==> config.mk <==
export PLATFORM = sky130hd
export DESIGN_NAME = lsu_align_flat
export DESIGN_NICKNAME = d
export VERILOG_FILES = /design/src/rtl/lsu_align_pkg.sv /design/src/rtl/lsu_align_if.sv /design/src/rtl/lsu_align_load_ext.sv /design/src/rtl/lsu_align.sv /design/src/flat_wrapper.sv
export SDC_FILE = /design/constraint.sdc
export NUM_CORES = 1
export LEC_CHECK = 0
export CORE_UTILIZATION = 40
export DETAILED_ROUTE_END_ITERATION = 10
export PLACE_DENSITY = 0.77
export SKIP_LAST_GASP = 1
export SLEW_MARGIN = 20
export SYNTH_ARGS = -nofsm -noshare
export SYNTH_HDL_FRONTEND = slang
export SYNTH_SLANG_ARGS = --single-unit
export TNS_END_PERCENT = 20
==> constraint.sdc <==
create_clock -name clk -period 1.6 [get_ports clk]
set_clock_uncertainty 0.05 [all_clocks]
set_input_delay 0.24 -clock clk [delete_from_list [all_inputs] [get_ports clk]]
set_output_delay 0.24 -clock clk [all_outputs]
set_load 0.03 [all_outputs]
==> src/rtl/lsu_align_pkg.sv <==
// Shared control constants, state encoding and lane helpers for the load/store aligner.
package lsu_align_pkg;

  localparam int unsigned XLEN  = 32;
  localparam int unsigned CNT_W = 8;

  localparam logic [1:0] size_byte = 2'b00;
  localparam logic [1:0] size_half = 2'b01;
  localparam logic [1:0] size_word = 2'b10;

  typedef enum logic [1:0] {
    ST_IDLE = 2'd0,
    ST_BUSY = 2'd1,
    ST_DONE = 2'd2
  } state_t;

  typedef struct packed {
    logic            we;
    logic [XLEN-1:0] addr;
    logic [3:0]      be;
    logic [XLEN-1:0] wdata;
  } bus_cmd_t;

  // Reserved size or an offset not naturally aligned to the access size.
  function automatic logic is_misaligned(input logic [1:0] size, input logic [1:0] off);
    case (size)
      size_byte: is_misaligned = 1'b0;
      size_half: is_misaligned = off[0];
      size_word: is_misaligned = (off != 2'b00);
      default:   is_misaligned = 1'b1;
    endcase
  endfunction

  // Byte enables for the addressed lane(s).
  function automatic logic [3:0] store_be(input logic [1:0] size, input logic [1:0] off);
    case (size)
      size_byte: store_be = 4'b0001 << off;
      size_half: store_be = off[1] ? 4'b1100 : 4'b0011;
      size_word: store_be = 4'b1111;
      default:   store_be = 4'b0000;
    endcase
  endfunction

  // Replicate narrow store data across all lanes so the enables pick the right copy.
  function automatic logic [XLEN-1:0] store_data(input logic [1:0] size, input logic [XLEN-1:0] wdata);
    case (size)
      size_byte: store_data = {4{wdata[7:0]}};
      size_half: store_data = {2{wdata[15:0]}};
      default:   store_data = wdata;
    endcase
  endfunction

endpackage

==> src/rtl/lsu_align_if.sv <==
// Req/ack data bus between the load/store unit (master) and memory (slave).
interface lsu_align_if;
  import lsu_align_pkg::*;

  logic            BusReq;
  logic            BusWe;
  logic [XLEN-1:0] BusAddr;
  logic [3:0]      BusBE;
  logic [XLEN-1:0] BusWData;
  logic [XLEN-1:0] BusRData;
  logic            BusAck;

  modport master (
    output BusReq, BusWe, BusAddr, BusBE, BusWData,
    input  BusRData, BusAck
  );

  modport slave (
    input  BusReq, BusWe, BusAddr, BusBE, BusWData,
    output BusRData, BusAck
  );
endinterface

==> src/rtl/lsu_align_load_ext.sv <==
// Load lane select plus zero/sign extension to a full word.
module load_ext
  import lsu_align_pkg::*;
(
  input  logic [XLEN-1:0] rdata,
  input  logic [1:0]      off,
  input  logic [1:0]      size,
  input  logic            sext,
  output logic [XLEN-1:0] result
);

  logic [7:0]  lane_b;
  logic [15:0] lane_h;

  // Pick the addressed byte/half and extend it per sext.
  always_comb begin
    lane_b = rdata[{off, 3'b000} +: 8];
    lane_h = off[1] ? rdata[31:16] : rdata[15:0];
    result = '0;
    case (size)
      size_byte: result = {{24{sext & lane_b[7]}}, lane_b};
      size_half: result = {{16{sext & lane_h[15]}}, lane_h};
      size_word: result = rdata;
      default:   result = '0;
    endcase
  end

endmodule

==> src/rtl/lsu_align.sv <==
// Memory-stage load/store aligner: lane steering, bus handshake, stall and timeout.
module lsu_align
  import lsu_align_pkg::*;
#(
  parameter int unsigned WAIT_MAX = 15
) (
  input  logic            clk,
  input  logic            reset,
  input  logic            Req,
  input  logic            We,
  input  logic [1:0]      Size,
  input  logic            Sext,
  input  logic [XLEN-1:0] Addr,
  input  logic [XLEN-1:0] WData,
  output logic [XLEN-1:0] RData,
  output logic            Stall,
  output logic            AdEL,
  output logic            AdES,
  output logic            BusErr,
  lsu_align_if.master     bus
);

  state_t            state_q, state_d;
  logic [CNT_W-1:0]  cnt_q, cnt_d;
  logic              req_q, req_d;
  bus_cmd_t          cmd_q, cmd_d;
  logic [1:0]        size_q, size_d;
  logic              sext_q, sext_d;
  logic [1:0]        off_q, off_d;
  logic              err_q, err_d;
  logic [XLEN-1:0]   rdata_q, rdata_d;
  logic [XLEN-1:0]   ext_result;
  logic              misaligned;

  assign misaligned = is_misaligned(Size, Addr[1:0]);

  // Next-state, captured access and combinational pipeline controls.
  always_comb begin
    state_d = state_q;
    cnt_d   = cnt_q;
    req_d   = req_q;
    cmd_d   = cmd_q;
    size_d  = size_q;
    sext_d  = sext_q;
    off_d   = off_q;
    err_d   = err_q;
    rdata_d = rdata_q;
    Stall   = 1'b0;
    AdEL    = 1'b0;
    AdES    = 1'b0;
    case (state_q)
      ST_IDLE: begin
        if (Req) begin
          if (misaligned) begin
            AdEL = ~We;
            AdES = We;
          end else begin
            Stall       = 1'b1;
            req_d       = 1'b1;
            cmd_d.we    = We;
            cmd_d.addr  = {Addr[XLEN-1:2], 2'b00};
            cmd_d.be    = store_be(Size, Addr[1:0]);
            cmd_d.wdata = store_data(Size, WData);
            size_d      = Size;
            sext_d      = Sext;
            off_d       = Addr[1:0];
            cnt_d       = '0;
            err_d       = 1'b0;
            state_d     = ST_BUSY;
          end
        end
      end
      ST_BUSY: begin
        Stall = 1'b1;
        if (bus.BusAck) begin
          rdata_d = bus.BusRData;
          req_d   = 1'b0;
          state_d = ST_DONE;
        end else if (cnt_q == CNT_W'(WAIT_MAX - 1)) begin
          rdata_d = '0;
          req_d   = 1'b0;
          err_d   = 1'b1;
          state_d = ST_DONE;
        end else begin
          cnt_d = CNT_W'(cnt_q + CNT_W'(1));
        end
      end
      ST_DONE: begin
        err_d   = 1'b0;
        state_d = ST_IDLE;
      end
      default: state_d = ST_IDLE;
    endcase
  end

  // State and access registers, synchronous reset.
  always_ff @(posedge clk) begin
    if (reset) begin
      state_q <= ST_IDLE;
      cnt_q   <= '0;
      req_q   <= 1'b0;
      cmd_q   <= '0;
      size_q  <= '0;
      sext_q  <= 1'b0;
      off_q   <= '0;
      err_q   <= 1'b0;
      rdata_q <= '0;
    end else begin
      state_q <= state_d;
      cnt_q   <= cnt_d;
      req_q   <= req_d;
      cmd_q   <= cmd_d;
      size_q  <= size_d;
      sext_q  <= sext_d;
      off_q   <= off_d;
      err_q   <= err_d;
      rdata_q <= rdata_d;
    end
  end

  load_ext u_load_ext (
    .rdata  (rdata_q),
    .off    (off_q),
    .size   (size_q),
    .sext   (sext_q),
    .result (ext_result)
  );

  assign RData        = (state_q == ST_DONE) ? ext_result : '0;
  assign BusErr       = err_q;
  assign bus.BusReq   = req_q;
  assign bus.BusWe    = cmd_q.we;
  assign bus.BusAddr  = cmd_q.addr;
  assign bus.BusBE    = cmd_q.be;
  assign bus.BusWData = cmd_q.wdata;

endmodule

==> src/flat_wrapper.sv <==
// flat-port wrapper written by rule: the top's interface ports become plain ports
module lsu_align_flat import lsu_align_pkg::*;
#(
  parameter int unsigned WAIT_MAX = 15
)
  (clk, reset, Req, We, Size, Sext, Addr, WData, RData, Stall, AdEL, AdES, BusErr, bus_BusReq, bus_BusWe, bus_BusAddr, bus_BusBE, bus_BusWData, bus_BusRData, bus_BusAck);
  lsu_align_if bus_i ();
  input  logic clk;
  input  logic reset;
  input  logic Req;
  input  logic We;
  input  logic [1:0] Size;
  input  logic Sext;
  input  logic [XLEN-1:0] Addr;
  input  logic [XLEN-1:0] WData;
  output logic [XLEN-1:0] RData;
  output logic Stall;
  output logic AdEL;
  output logic AdES;
  output logic BusErr;
  output wire logic [$bits(bus_i.BusReq)-1:0] bus_BusReq;
  output wire logic [$bits(bus_i.BusWe)-1:0] bus_BusWe;
  output wire logic [$bits(bus_i.BusAddr)-1:0] bus_BusAddr;
  output wire logic [$bits(bus_i.BusBE)-1:0] bus_BusBE;
  output wire logic [$bits(bus_i.BusWData)-1:0] bus_BusWData;
  input wire logic [$bits(bus_i.BusRData)-1:0] bus_BusRData;
  input wire logic [$bits(bus_i.BusAck)-1:0] bus_BusAck;
  assign bus_BusReq = bus_i.BusReq;
  assign bus_BusWe = bus_i.BusWe;
  assign bus_BusAddr = bus_i.BusAddr;
  assign bus_BusBE = bus_i.BusBE;
  assign bus_BusWData = bus_i.BusWData;
  assign bus_i.BusRData = bus_BusRData;
  assign bus_i.BusAck = bus_BusAck;
  lsu_align #(.WAIT_MAX(WAIT_MAX)) u_core (.clk(clk), .reset(reset), .Req(Req), .We(We), .Size(Size), .Sext(Sext), .Addr(Addr), .WData(WData), .RData(RData), .Stall(Stall), .AdEL(AdEL), .AdES(AdES), .BusErr(BusErr), .bus(bus_i));
endmodule
Yosys cells after proc, flatten, opt, wreduce, memory -nomap -nowiden. Cells that the tools add are included. W data, S select, Z words.

$add $sub $neg: 1. Multiply operators: 0. Divide/modulo/power cells: 0. Magnitude comparators: 0. Equal/unequal tests: 13. Shift-type cells: 2. Multiplexer cells: 38. Bitwise logic cells: 4. Reduce and logical (&&, ||, !) cells: 13.

Operator list (count): $mux W32 (3); $pmux W32 S3 (1); $pmux W32 S2 (1); $mux W8 (4); $shiftx A32 B6 Y8 (1); $mux W1 (16); $mux W16 (1); $pmux W8 S2 (1); $pmux W4 S3 (1); $reduce_and A5 Y1 (2); $add A8 B1 Y8 const B (1); $eq A8 B4 Y1 const B (1); $mux W2 (4); $ne A2 B2 Y1 const B (4); $eq A2 B1 Y1 const B (3); $eq A2 B2 Y1 const B (3); $logic_not A2 Y1 (3); $pmux W1 S3 (2); $reduce_and A3 Y1 (2); $reduce_bool A2 Y1 (3); $mux W4 (1); $pmux W1 S2 (2); $pmux W2 S2 (1); $reduce_and A4 Y1 (1); 7 further kinds (9).

Flip-flop bits (word level): 116. Latch bits: 0. Memory bits (writable): 0. ROM bits: 0. Bits of input ports: 104. Memories: 0.

Longest topological paths before layout.
Word-level depth: 5. Gate-level depth with buffers: 6. Depth with buffers taken out: 5.

Modules after synthesis. From an unflattened synthesis, not the netlist that was laid out.

Cells, all modules: 669. Area, all modules: 5562.8 µm².

Modules (own cells, without submodules): lsu_align (instances 1, cells each 548, area an instance 4698.3 µm²); load_ext (instances 1, cells each 121, area an instance 864.6 µm²).

Worst setup path before layout. No wires, ideal clock.

Kind: reg-to-output. From: reg u_core.size_q[0]. To: out RData[10]. Data arrival time: 1.656 ns. Data required time: 1.310 ns. Path slack: -0.346 ns. Cell stages (with the launch flop): 6. Path buffers: 1. Path through: dfxtp_1 -> clkbuf_1 -> inv_1 -> nor2_1 -> a22oi_1 -> a21oi_1.

Cells in the longest elaborated chain, start to end: 3. Elaborated cells on any way between the ends: 5.

RTL lines: start: declaration (RTL line lsu_align.sv:27) `logic [1:0] size_q, size_d;`; start signal: assignment (RTL line lsu_align.sv:113) `size_q <= size_d;`; $eq A2 B2 Y1 (tied with other cells) (RTL line lsu_align_load_ext.sv:20) `case (size)`; $pmux W32 S3 * (RTL line lsu_align_load_ext.sv:20); $mux W32 * (RTL line lsu_align.sv:129) `assign RData = (state_q == ST_DONE) ? ext_result : '0;`; end: declaration (RTL line flat_wrapper.sv:16) `output logic [XLEN-1:0] RData;`.

Every way passes the cells marked *; elsewhere a longest branch is shown, timed or not.

Final worst setup path.
From: reg u_core.off_q[1]. To: out RData[1].

Cells in the longest elaborated chain, start to end: 3. Elaborated cells on any way between the ends: 4.

RTL lines: start: declaration (RTL line lsu_align.sv:29) `logic [1:0] off_q, off_d;`; start signal: assignment (RTL line lsu_align.sv:105) `off_q <= '0;`; start signal: assignment (RTL line lsu_align.sv:115) `off_q <= off_d;`; $shiftx A32 B6 Y8 or $mux W16 (tied branches) (RTL line lsu_align_load_ext.sv:17, lsu_align_load_ext.sv:18); $pmux W32 S3 * (RTL line lsu_align_load_ext.sv:20); $mux W32 * (RTL line lsu_align.sv:129).

Marks and branches as above.

==> results.yml <==
sta:
  finalSetupViolCount: 108
  setup_slack_ns: -0.723
  period_minus_slack_ns: 2.32
  slew_viol_final: 0
  fmax_ghz: 0.430
  timing.final.crit_share_pct: 145
  hold_viol: 0
  hold_ws_ns: 0.191
  rsz0062_at_grt: "true"
clock_network:
  cts_made_buffers: 17
  cts_tree: "built"
  cts_root_buf: "clkbuf_16"
  numClockSinks: 116
  clkTransAtPathRegs_ns: 0.06
  ctsHtreeMaxLevel: 4
  clk_path_buf_depth: 2
  clk_latency_ns: 0.41
placement:
  dp_hpwl_mm: 13.5
  gp_congestion: 0.874
  io_buffers: 207
critical_path:
  r2r_start: "u_core.cnt_q[5]"
  cpLargestDelayFamily: "compound AO/OA/AOI/OAI gates"
  cp-end-kind: "output port"
  worstSetupStartpoint: "u_core.off_q[1]"
  r2r_slack_ns: -0.17
  critPathMaxStageDelay_ns: 0.37
  worstPathRequired_ns: 1.31
  critPathLaunchType: "register"
  reg2reg_depth: 6
  crit_slowest_cell: "dfxtp_4"
  crit_arrival_ns: 2.03
  crit_fanout: 8
  path_cells: "buf_8, mux2_2, o2bb2ai_1, a222oi_1, nor2_2, buf_4"
  r2r_end: "u_core.rdata_q[2]"
  path_class: "register to output port"
  critPathBufInv: 2
route:
  avgRoutedWirePerCell_um: 18.6
  vias_per_cell: 5.50
  drt-total-wl_mm: 21.9
  drtIter0Drc: 578
  drt_pass1_iterations: 10
  postRouteAntennaNets: 0
  drcViolationCount: 0
  vias: 6480
global_routing:
  antenna_found_initial: 2
  grt-ovfl-total: 0
  grt_max_degree: 52
  grt_pass1_vias: 6206
  grtUsageTotal_pct: 29.6
  grt_pass1_wl_mm: 32.2
synth:
  synth_top_area_share_pct: 43.1
  synth_seq_cells: 116
  synth_cells: 715
  ys_warn_count: 0
  synth_edf_count: 0
  synth_cell_type_count: 46
  synth_top_area_cell: "dfxtp_1"
  yosysSeqAreaShare_pct: 43.1
  async_reset_ff_share_pct: 0
  avgSynthCellArea_sq_um: 7.54
  ys.flop_type: "dfxtp_1"
  syn_area_sq_mm: 0.00539
  synth_area_leaders: "dfxtp_1 43%, nand2_1 13%, a21oi_1 12%, o21ai_0 4.8%, mux2i_1 4.3%"
hold_path:
  min-delay-path-class: "input pin to register"
  whs_endpoint: "u_core.rdata_q[16]"
  holdPathStages: 2
  min-delay-start: "reset"
run_status:
  violations: "negative setup slack"
  outcome: "complete, but fails checks"
floorplan:
  dieArea_sq_mm: 0.0139
  core_area_sq_mm: 0.0132
  chipHeight_um: 118
  rows: 42
  die_w_um: 118
  start_util_pct: 40.9
  io_pins: 210
power_and_ir_drop:
  p_leak_nw: 3.58
  power_density_mw_per_mm2: 917
  report.power.total_mw: 9.01
  peakVddDrop_mv: 0.683
cells_and_area:
  syn_to_final_growth_pct: 82.3
  final_util_pct: 74.5
  nNetsFinal: 1095
  drive_above_1_share_pct: 26.2
flow_run:
  cap_violations: 0
==> layer usage <==
metal  vias to the layer above  track usage (%)  routed length [um]
met5                         -                0                  13
met4                         2             15.5                 935
met3                        75             11.3                2210
met2                       383             48.2               10500
met1                      2991             33.5                8180
li1                       3029                -                   -
==> placed cells by master, fill, tap and decap left out, types with 7 or more instances in the layout <==
cell,count
inv_1,8
buf_6,34
clkdlybuf4s50_1,167
a21oi_4,28
buf_4,87
dfxtp_1,109
mux2i_1,22
o21ai_0,49
clkbuf_16,20
nand2_1,185
a21oi_1,96
nor2_1,23
buf_12,16
a311oi_1,7
a211oi_1,7
nand3_1,18
==> worst max-delay path by stage <==
| stage | cells after the start | to | slack (ns) |
|---|---|---|---|
| after floorplan | 4 | RData[21] | -0.16 |
| after global placement | 5 | Stall | -0.63 |
| after detailed placement | 5 | Stall | -0.63 |
| after CTS | 6 | RData[6] | -0.64 |
| after global routing | 6 | RData[1] | -0.75 |
| final | 6 | RData[1] | -0.72 |
==> worst reg2reg max path, delay by kind of cell, from the launching register on <==
kind | cells | cell delay [ns]
flip-flops | 1 | 0.33
buffers and inverters | 2 | 0.37
AO/OA/AOI/OAI | 3 | 0.60
AND/OR/NAND/NOR | 1 | 0.28
==> logic make-up after synthesis <==
kind of cell / share of synthesized area, %
simple gates: 19.9
compound gates: 24.6
flops: 43.1
buf+inv: 5.97
mux: 5.94
fa+ha+maj: 0.464
other cells: 0.0696
==> where the power goes <==
group	switching [mW]	total, mW	leakage (nW)	internal, mW
Clock	1.34	4.25	0.330	2.91
Combinational	0.871	1.65	2.31	0.782
Sequential	0.0843	3.11	0.949	3.02
Total	2.29	9.01	3.58	6.72
==> stage by stage <==
step | cell area, sq um | TNS [ns] | setup WS, ns | std cells
after floorplan | 5760 | -4.19 | -0.165 | 716
after global placement | 8530 | -50.43 | -0.629 | 1124
after detailed placement | 8530 | -52.97 | -0.634 | 1124
after CTS | 9500 | -31.12 | -0.643 | 1164
after global routing | 9820 | -34.01 | -0.753 | 1178
final | 9820 | -27.00 | -0.723 | 1179
==> cell type report <==
type	count	area [sq um]
fillers	882	3370
well taps	176	220
flip-flops and latches	116	2340
repair buffers	315	3250
clock buffers	22	484
clock inverters	10	175
multi-input cells	530	3320
inverters	9	33.8
diodes	1	2.50
==> cell usage after synthesis (3+ instances only) <==
| library cell | n |
|---|---|
| a311oi_1 | 8 |
| nand3_1 | 20 |
| buf_2 | 13 |
| o2bb2ai_1 | 4 |
| clkbuf_1 | 37 |
| dfxtp_1 | 116 |
| a211oi_1 | 11 |
| buf_1 | 5 |
| buf_4 | 5 |
| o21ai_0 | 52 |
| nand2b_1 | 3 |
| inv_1 | 8 |
| or3_1 | 6 |
| a21oi_1 | 126 |
| nor2b_1 | 3 |
| nor2_1 | 30 |
| a222oi_1 | 4 |
| a22oi_1 | 8 |
| mux2i_1 | 23 |
| mux2_2 | 8 |
| nand2_1 | 188 |
| a21o_1 | 5 |
==> sequential cells by signal (all words and copies together), names as in the netlist <==
signal,cells
u_core.BusErr,1
u_core.bus.BusAddr,30
u_core.bus.BusBE,4
u_core.bus.BusReq,1
u_core.bus.BusWData,32
u_core.bus.BusWe,1
u_core.cnt_q,8
u_core.off_q,2
u_core.rdata_q,32
u_core.sext_q,1
u_core.size_q,2
u_core.state_q,2
==> repair_timing <==
action                     CTS  global route
pin swaps                   15            15
hold buffers                 0             0
setup endpoints to repair  157           218
resized for setup          156            52
cloned                       2             5
setup buffers                6            10
No activity file was read; power rests on OpenSTA's default activity.
